<file path="src/rtl/iclk_div_ctrl.sv">
// Run/stop and reconfiguration controller: divides clk100mhz by period P into clk_out, starting/stopping only on period boundaries.
// Optional ICLK_PERIOD_CNT_EN adds a 16-bit period_count output counting tick_rise pulses.
module iclk_div_ctrl #(
    parameter int unsigned CNT_W          = 8,
    parameter int unsigned DEFAULT_PERIOD = 25
) (
    input  logic             clk100mhz,
    input  logic             reset,
    input  logic [CNT_W-1:0] cfg_period,
    input  logic             cfg_valid,
    output logic             cfg_ready,
    input  logic             run_req,
    output logic             run_ack,
    output logic             clk_out,
    output logic             tick_rise
`ifdef ICLK_PERIOD_CNT_EN
    ,
    output logic [15:0]      period_count
`endif
);

    typedef enum logic [1:0] {
        ST_STOP,
        ST_RUN,
        ST_DRAIN
    } state_t;

    state_t           state, state_nxt;
    logic [CNT_W-1:0] cnt, cnt_nxt;
    logic [CNT_W-1:0] cur_p, cur_p_nxt;
    logic [CNT_W-1:0] pend_p, pend_p_nxt;
    logic [CNT_W-1:0] half_p;
    logic             pend, pend_nxt;
    logic             clk_nxt, tick_nxt, ack_nxt;
    logic             boundary, accept;

    assign cfg_ready = ~pend;
    assign accept    = cfg_valid & ~pend;
    assign half_p    = cur_p >> 1;
    assign boundary  = (cnt == cur_p - CNT_W'(1));

    always_comb begin
        state_nxt  = state;
        cnt_nxt    = cnt;
        cur_p_nxt  = cur_p;
        pend_nxt   = pend;
        pend_p_nxt = pend_p;
        clk_nxt    = clk_out;
        tick_nxt   = 1'b0;
        ack_nxt    = run_ack;

        case (state)
            ST_STOP: begin
                cnt_nxt = '0;
                clk_nxt = 1'b0;
                ack_nxt = 1'b0;
                if (pend) begin
                    cur_p_nxt = pend_p;
                    pend_nxt  = 1'b0;
                end
                if (run_req) begin
                    state_nxt = ST_RUN;
                    clk_nxt   = 1'b1;
                    tick_nxt  = 1'b1;
                    ack_nxt   = 1'b1;
                end
            end
            ST_RUN, ST_DRAIN: begin
                ack_nxt   = 1'b1;
                state_nxt = run_req ? ST_RUN : ST_DRAIN;
                if (boundary) begin
                    if (pend) begin
                        cur_p_nxt = pend_p;
                        pend_nxt  = 1'b0;
                    end
                    cnt_nxt = '0;
                    // Only a drain that is still unwanted at the boundary stops; RUN always starts one more period.
                    if (state == ST_DRAIN && !run_req) begin
                        state_nxt = ST_STOP;
                        clk_nxt   = 1'b0;
                        ack_nxt   = 1'b0;
                    end else begin
                        clk_nxt  = 1'b1;
                        tick_nxt = 1'b1;
                    end
                end else begin
                    cnt_nxt = cnt + CNT_W'(1);
                    clk_nxt = (cnt_nxt < half_p);
                end
            end
            default: begin
                state_nxt = ST_STOP;
                cnt_nxt   = '0;
                clk_nxt   = 1'b0;
                ack_nxt   = 1'b0;
            end
        endcase

        if (accept) begin
            pend_nxt   = 1'b1;
            pend_p_nxt = (cfg_period < CNT_W'(2)) ? CNT_W'(2) : cfg_period;
        end
    end

    always_ff @(posedge clk100mhz) begin
        if (reset) begin
            state     <= ST_STOP;
            cnt       <= '0;
            cur_p     <= CNT_W'(DEFAULT_PERIOD);
            pend_p    <= CNT_W'(DEFAULT_PERIOD);
            pend      <= 1'b0;
            clk_out   <= 1'b0;
            tick_rise <= 1'b0;
            run_ack   <= 1'b0;
        end else begin
            state     <= state_nxt;
            cnt       <= cnt_nxt;
            cur_p     <= cur_p_nxt;
            pend_p    <= pend_p_nxt;
            pend      <= pend_nxt;
            clk_out   <= clk_nxt;
            tick_rise <= tick_nxt;
            run_ack   <= ack_nxt;
        end
    end

`ifdef ICLK_PERIOD_CNT_EN
    always_ff @(posedge clk100mhz) begin
        if (reset) begin
            period_count <= '0;
        end else if (tick_nxt) begin
            period_count <= period_count + 16'd1;
        end
    end
`endif

endmodule

</file>
<file path="config.mk">
export PLATFORM = sky130hd
export DESIGN_NAME = iclk_div_ctrl
export DESIGN_NICKNAME = d
export VERILOG_FILES = /design/src/rtl/iclk_div_ctrl.sv
export SDC_FILE = /design/constraint.sdc
export NUM_CORES = 1
export LEC_CHECK = 0
export CAP_MARGIN = 25
export CORE_UTILIZATION = 56
export DETAILED_ROUTE_END_ITERATION = 8
export GPL_ROUTABILITY_DRIVEN = 0
export PLACE_DENSITY_LB_ADDON = 0.25
export SETUP_SLACK_MARGIN = 0.5
export SLEW_MARGIN = 15
export SYNTH_ARGS = -nofsm -noshare
export SYNTH_HDL_FRONTEND = slang
export SYNTH_SLANG_ARGS = --single-unit
</file>
<file path="constraint.sdc">
create_clock -name clk100mhz -period 3.05 [get_ports clk100mhz]
set_input_delay 0.61 -clock clk100mhz [delete_from_list [all_inputs] [get_ports clk100mhz]]
set_output_delay 0.61 -clock clk100mhz [all_outputs]
set_load 0.01 [all_outputs]
</file>
==> impl_metrics.env <==
export IMPL_synthCells=194
export IMPL_power_internal_w=0.0005782
export IMPL_drt_total_wl_microns=3449
export IMPL_grt_max_degree=17
export IMPL_final_common_cell="dfxtp_1"
export IMPL_track_usage=0.2461
export IMPL_cap_violations=0
export IMPL_grt_pass1_wl_microns=5899
export IMPL_worstPathArrival_ns=2.63
export IMPL_setup_viol=0
export IMPL_ir_drop_mv=0.3906
export IMPL_period_minus_slack_ns=2.415
export IMPL_wire_per_inst_microns=14.02
export IMPL_rsz0062_at_grt="false"
export IMPL_finalWorstSetupSlack_ns=0.6347
export IMPL_holdBufCountCts=0
export IMPL_antenna_found_initial=0
export IMPL_most_common_layout_cells="dfxtp_1 (30), nand2_1 (28), nor2_1 (18)"
export IMPL_area_delta_synth_final_pct=15.03
export IMPL_endpoint_kind="register"
export IMPL_firstDrtPassIters=4
export IMPL_htree_levels=2
export IMPL_slew_headroom=0.6845
export IMPL_core_area_sq_um=2781
export IMPL_synth_seq_cells=30
export IMPL_clk_pin_slew_ns=0.10
export IMPL_initial_core_util=0.5924
export IMPL_powerDensity_nw_per_um2=417.9
export IMPL_worst_clock_skew_ns=0.01457
export IMPL_die_height_microns=56.25
export IMPL_yosysSeqAreaShare=0.3645
export IMPL_syn_area_sq_um=1648
export IMPL_grt_pass1_vias=1387
export IMPL_pin_count=16
export IMPL_yosysWarningCount=0
export IMPL_nets=237
export IMPL_cts_tree="yes"
export IMPL_clk_latency_ns=0.34
export IMPL_dieArea_sq_um=3164
export IMPL_rrSetupSlack_ns=0.63
export IMPL_max_freq_ghz=0.4140
export IMPL_rows=19
export IMPL_hold_viol=0
export IMPL_cts_setup_buffers=0
export IMPL_finalCritPeriodShare=0.7919
export IMPL_cts_buffers_inserted=5
export IMPL_fin_util=0.6815
export IMPL_power_switching_w=0.0002140
export IMPL_tns_ns=0
export IMPL_clkPwrFrac=0.318
export IMPL_syn_avg_cell_area_sq_um=8.494
export IMPL_drive_above_1_share=0.07442
export IMPL_slew_viol_final=0
export IMPL_p_leak_nw=0.7718
export IMPL_hp_class="register to register"
export IMPL_grt_overflow=0
export IMPL_crit_fanout=7
export IMPL_dr_first_iter_drc_count=63
export IMPL_synth_cell_types=41
export IMPL_critPathKind="register to register"
export IMPL_worst_slew_pin_slew_ns=0.4728
export IMPL_start_kind="register"
export IMPL_clock_tree_root_cell="clkbuf_4"
export IMPL_cts_max_path_buffers=2
export IMPL_power_total_w=0.0007922
export IMPL_die_width_microns=56.25
export IMPL_place_ws_ns=0.5723
export IMPL_power_frac_comb=0.145
export IMPL_clock_sinks=30
export IMPL_syn_nets=217
export IMPL_io_buffers=15
export IMPL_vias=1395
export IMPL_crit_required_ns=3.26
export IMPL_netSwitchingFraction=0.2701
export IMPL_status="finished clean"
export IMPL_num_fill_cells=226
export IMPL_dpl_hpwl_microns=2585
export IMPL_seq_power_share=0.536
export IMPL_ant_nets=0
export IMPL_viasPerCell=5.671
export IMPL_drc_errors=0
export IMPL_num_antenna_cells=0
-- area by class of cell --
class | count | area (sq um) | share of cell area
clock buffer | 7 | 55.05 | 0.02904
timing repair buffer | 17 | 168.9 | 0.08911
sequential | 30 | 600.6 | 0.3168
tap | 31 | 38.79 | 0.02046
clock inverter | 1 | 5.005 | 0.002640
inverter | 16 | 60.06 | 0.03168
multi-input combinational | 144 | 967.2 | 0.5102
-- timing repair --
action / 4_1_cts / 5_1_grt
endpoints found under the setup margin: 0 / 11
resized for setup: 0 / 3
endpoints found under the hold margin: 0 / 0
-- critical path, stage by stage (launching register included) --
cell and delay (ns):
dfxtp_1 0.39, inv_1 0.09, ha_1 0.25, inv_1 0.10
o31a_2 0.36, o211a_1 0.26, o311ai_2 0.42, a21boi_0 0.31
a22oi_1 0.10
-- logic make-up after synthesis --
kind of cell / Yosys count / synth area share
buf+inv: 20 / 0.05542
flops: 30 / 0.3645
simple gates: 79 / 0.2301
mux: 8 / 0.04860
compound gates: 32 / 0.1435
fa+ha+maj: 11 / 0.08352
xor+xnor: 14 / 0.07441
-- state kept, by name, indices dropped and copies added (netlist names) --
name,count
tick_rise,1
pend_p,8
state,2
run_ack,1
pend,1
clk_out,1
cur_p,8
cnt,8
-- routing by layer --
metal,wire length (microns),vias to the layer above,global-route usage
met5,0,-,0
met4,66,0,0.1394
met3,111,8,0.05349
met2,1750,29,0.4354
met1,1520,651,0.2694
li1,-,707,-
-- power by group through the flow --
stage	combinational, W	clock [W]	sequential [W]
6_report	0.000115	0.000252	0.000425
3_3_place_gp	0.000108	0	0.000433
2_1_floorplan	0.0000710	0	0.000432
4_1_cts	0.000114	0.000253	0.000425
3_5_place_dp	0.000113	0	0.000434
5_1_grt	0.000128	0.000268	0.000428
-- synthesized netlist by cell type --
cell	n	area, sq um
o211ai_1	1	7.510
nor4_1	2	12.51
a2111oi_4	1	27.53
dfxtp_1	30	600.6
nand2_1	28	105.1
xor2_1	5	43.79
a22oi_1	1	7.510
o31a_2	1	10.01
nor3_1	5	25.02
clkbuf_1	1	3.750
a21oi_1	7	35.03
nand3b_1	2	15.01
o21ai_0	7	35.03
nand2b_1	1	6.260
inv_1	16	60.06
o21a_1	2	15.01
a211oi_1	1	7.510
or4_1	1	7.510
a21boi_0	2	15.01
o21ai_1	1	5.000
a31oi_1	1	6.260
and3_1	2	12.51
buf_6	2	22.52
nand4_1	3	18.77
a211o_1	1	8.760
o21bai_1	1	7.510
or4_4	1	11.26
nor2_1	18	67.56
o311ai_2	1	16.27
o41ai_1	1	8.760
o211a_1	1	10.01
xnor2_1	9	78.83
nor2b_1	7	43.79
or3_1	2	12.51
ha_1	11	137.6
o22ai_1	1	6.260
nand3_1	6	30.03
o31ai_1	1	7.510
or3_4	1	11.26
mux2i_1	8	80.08
buf_2	1	5.000
-- final timing paths --
check                  from        end  depth (start not counted)
setup / recovery   cur_p[0]    clk_out                          8
hold / removal    pend_p[5]  pend_p[5]                          2
setup reg to reg   cur_p[0]    clk_out                          8
hold reg to reg   pend_p[5]  pend_p[5]                          2
-- through the flow --
stage | hold WS, ns | instance area (sq um) | cells
global placement | 0.4461 | 1821 | 238
floorplan | 0.4349 | 1648 | 194
CTS | 0.4622 | 1881 | 246
detailed placement | 0.4483 | 1821 | 238
finish | 0.4627 | 1896 | 246
global route | 0.4880 | 1896 | 246
No activity file was read; power rests on OpenSTA's default activity.
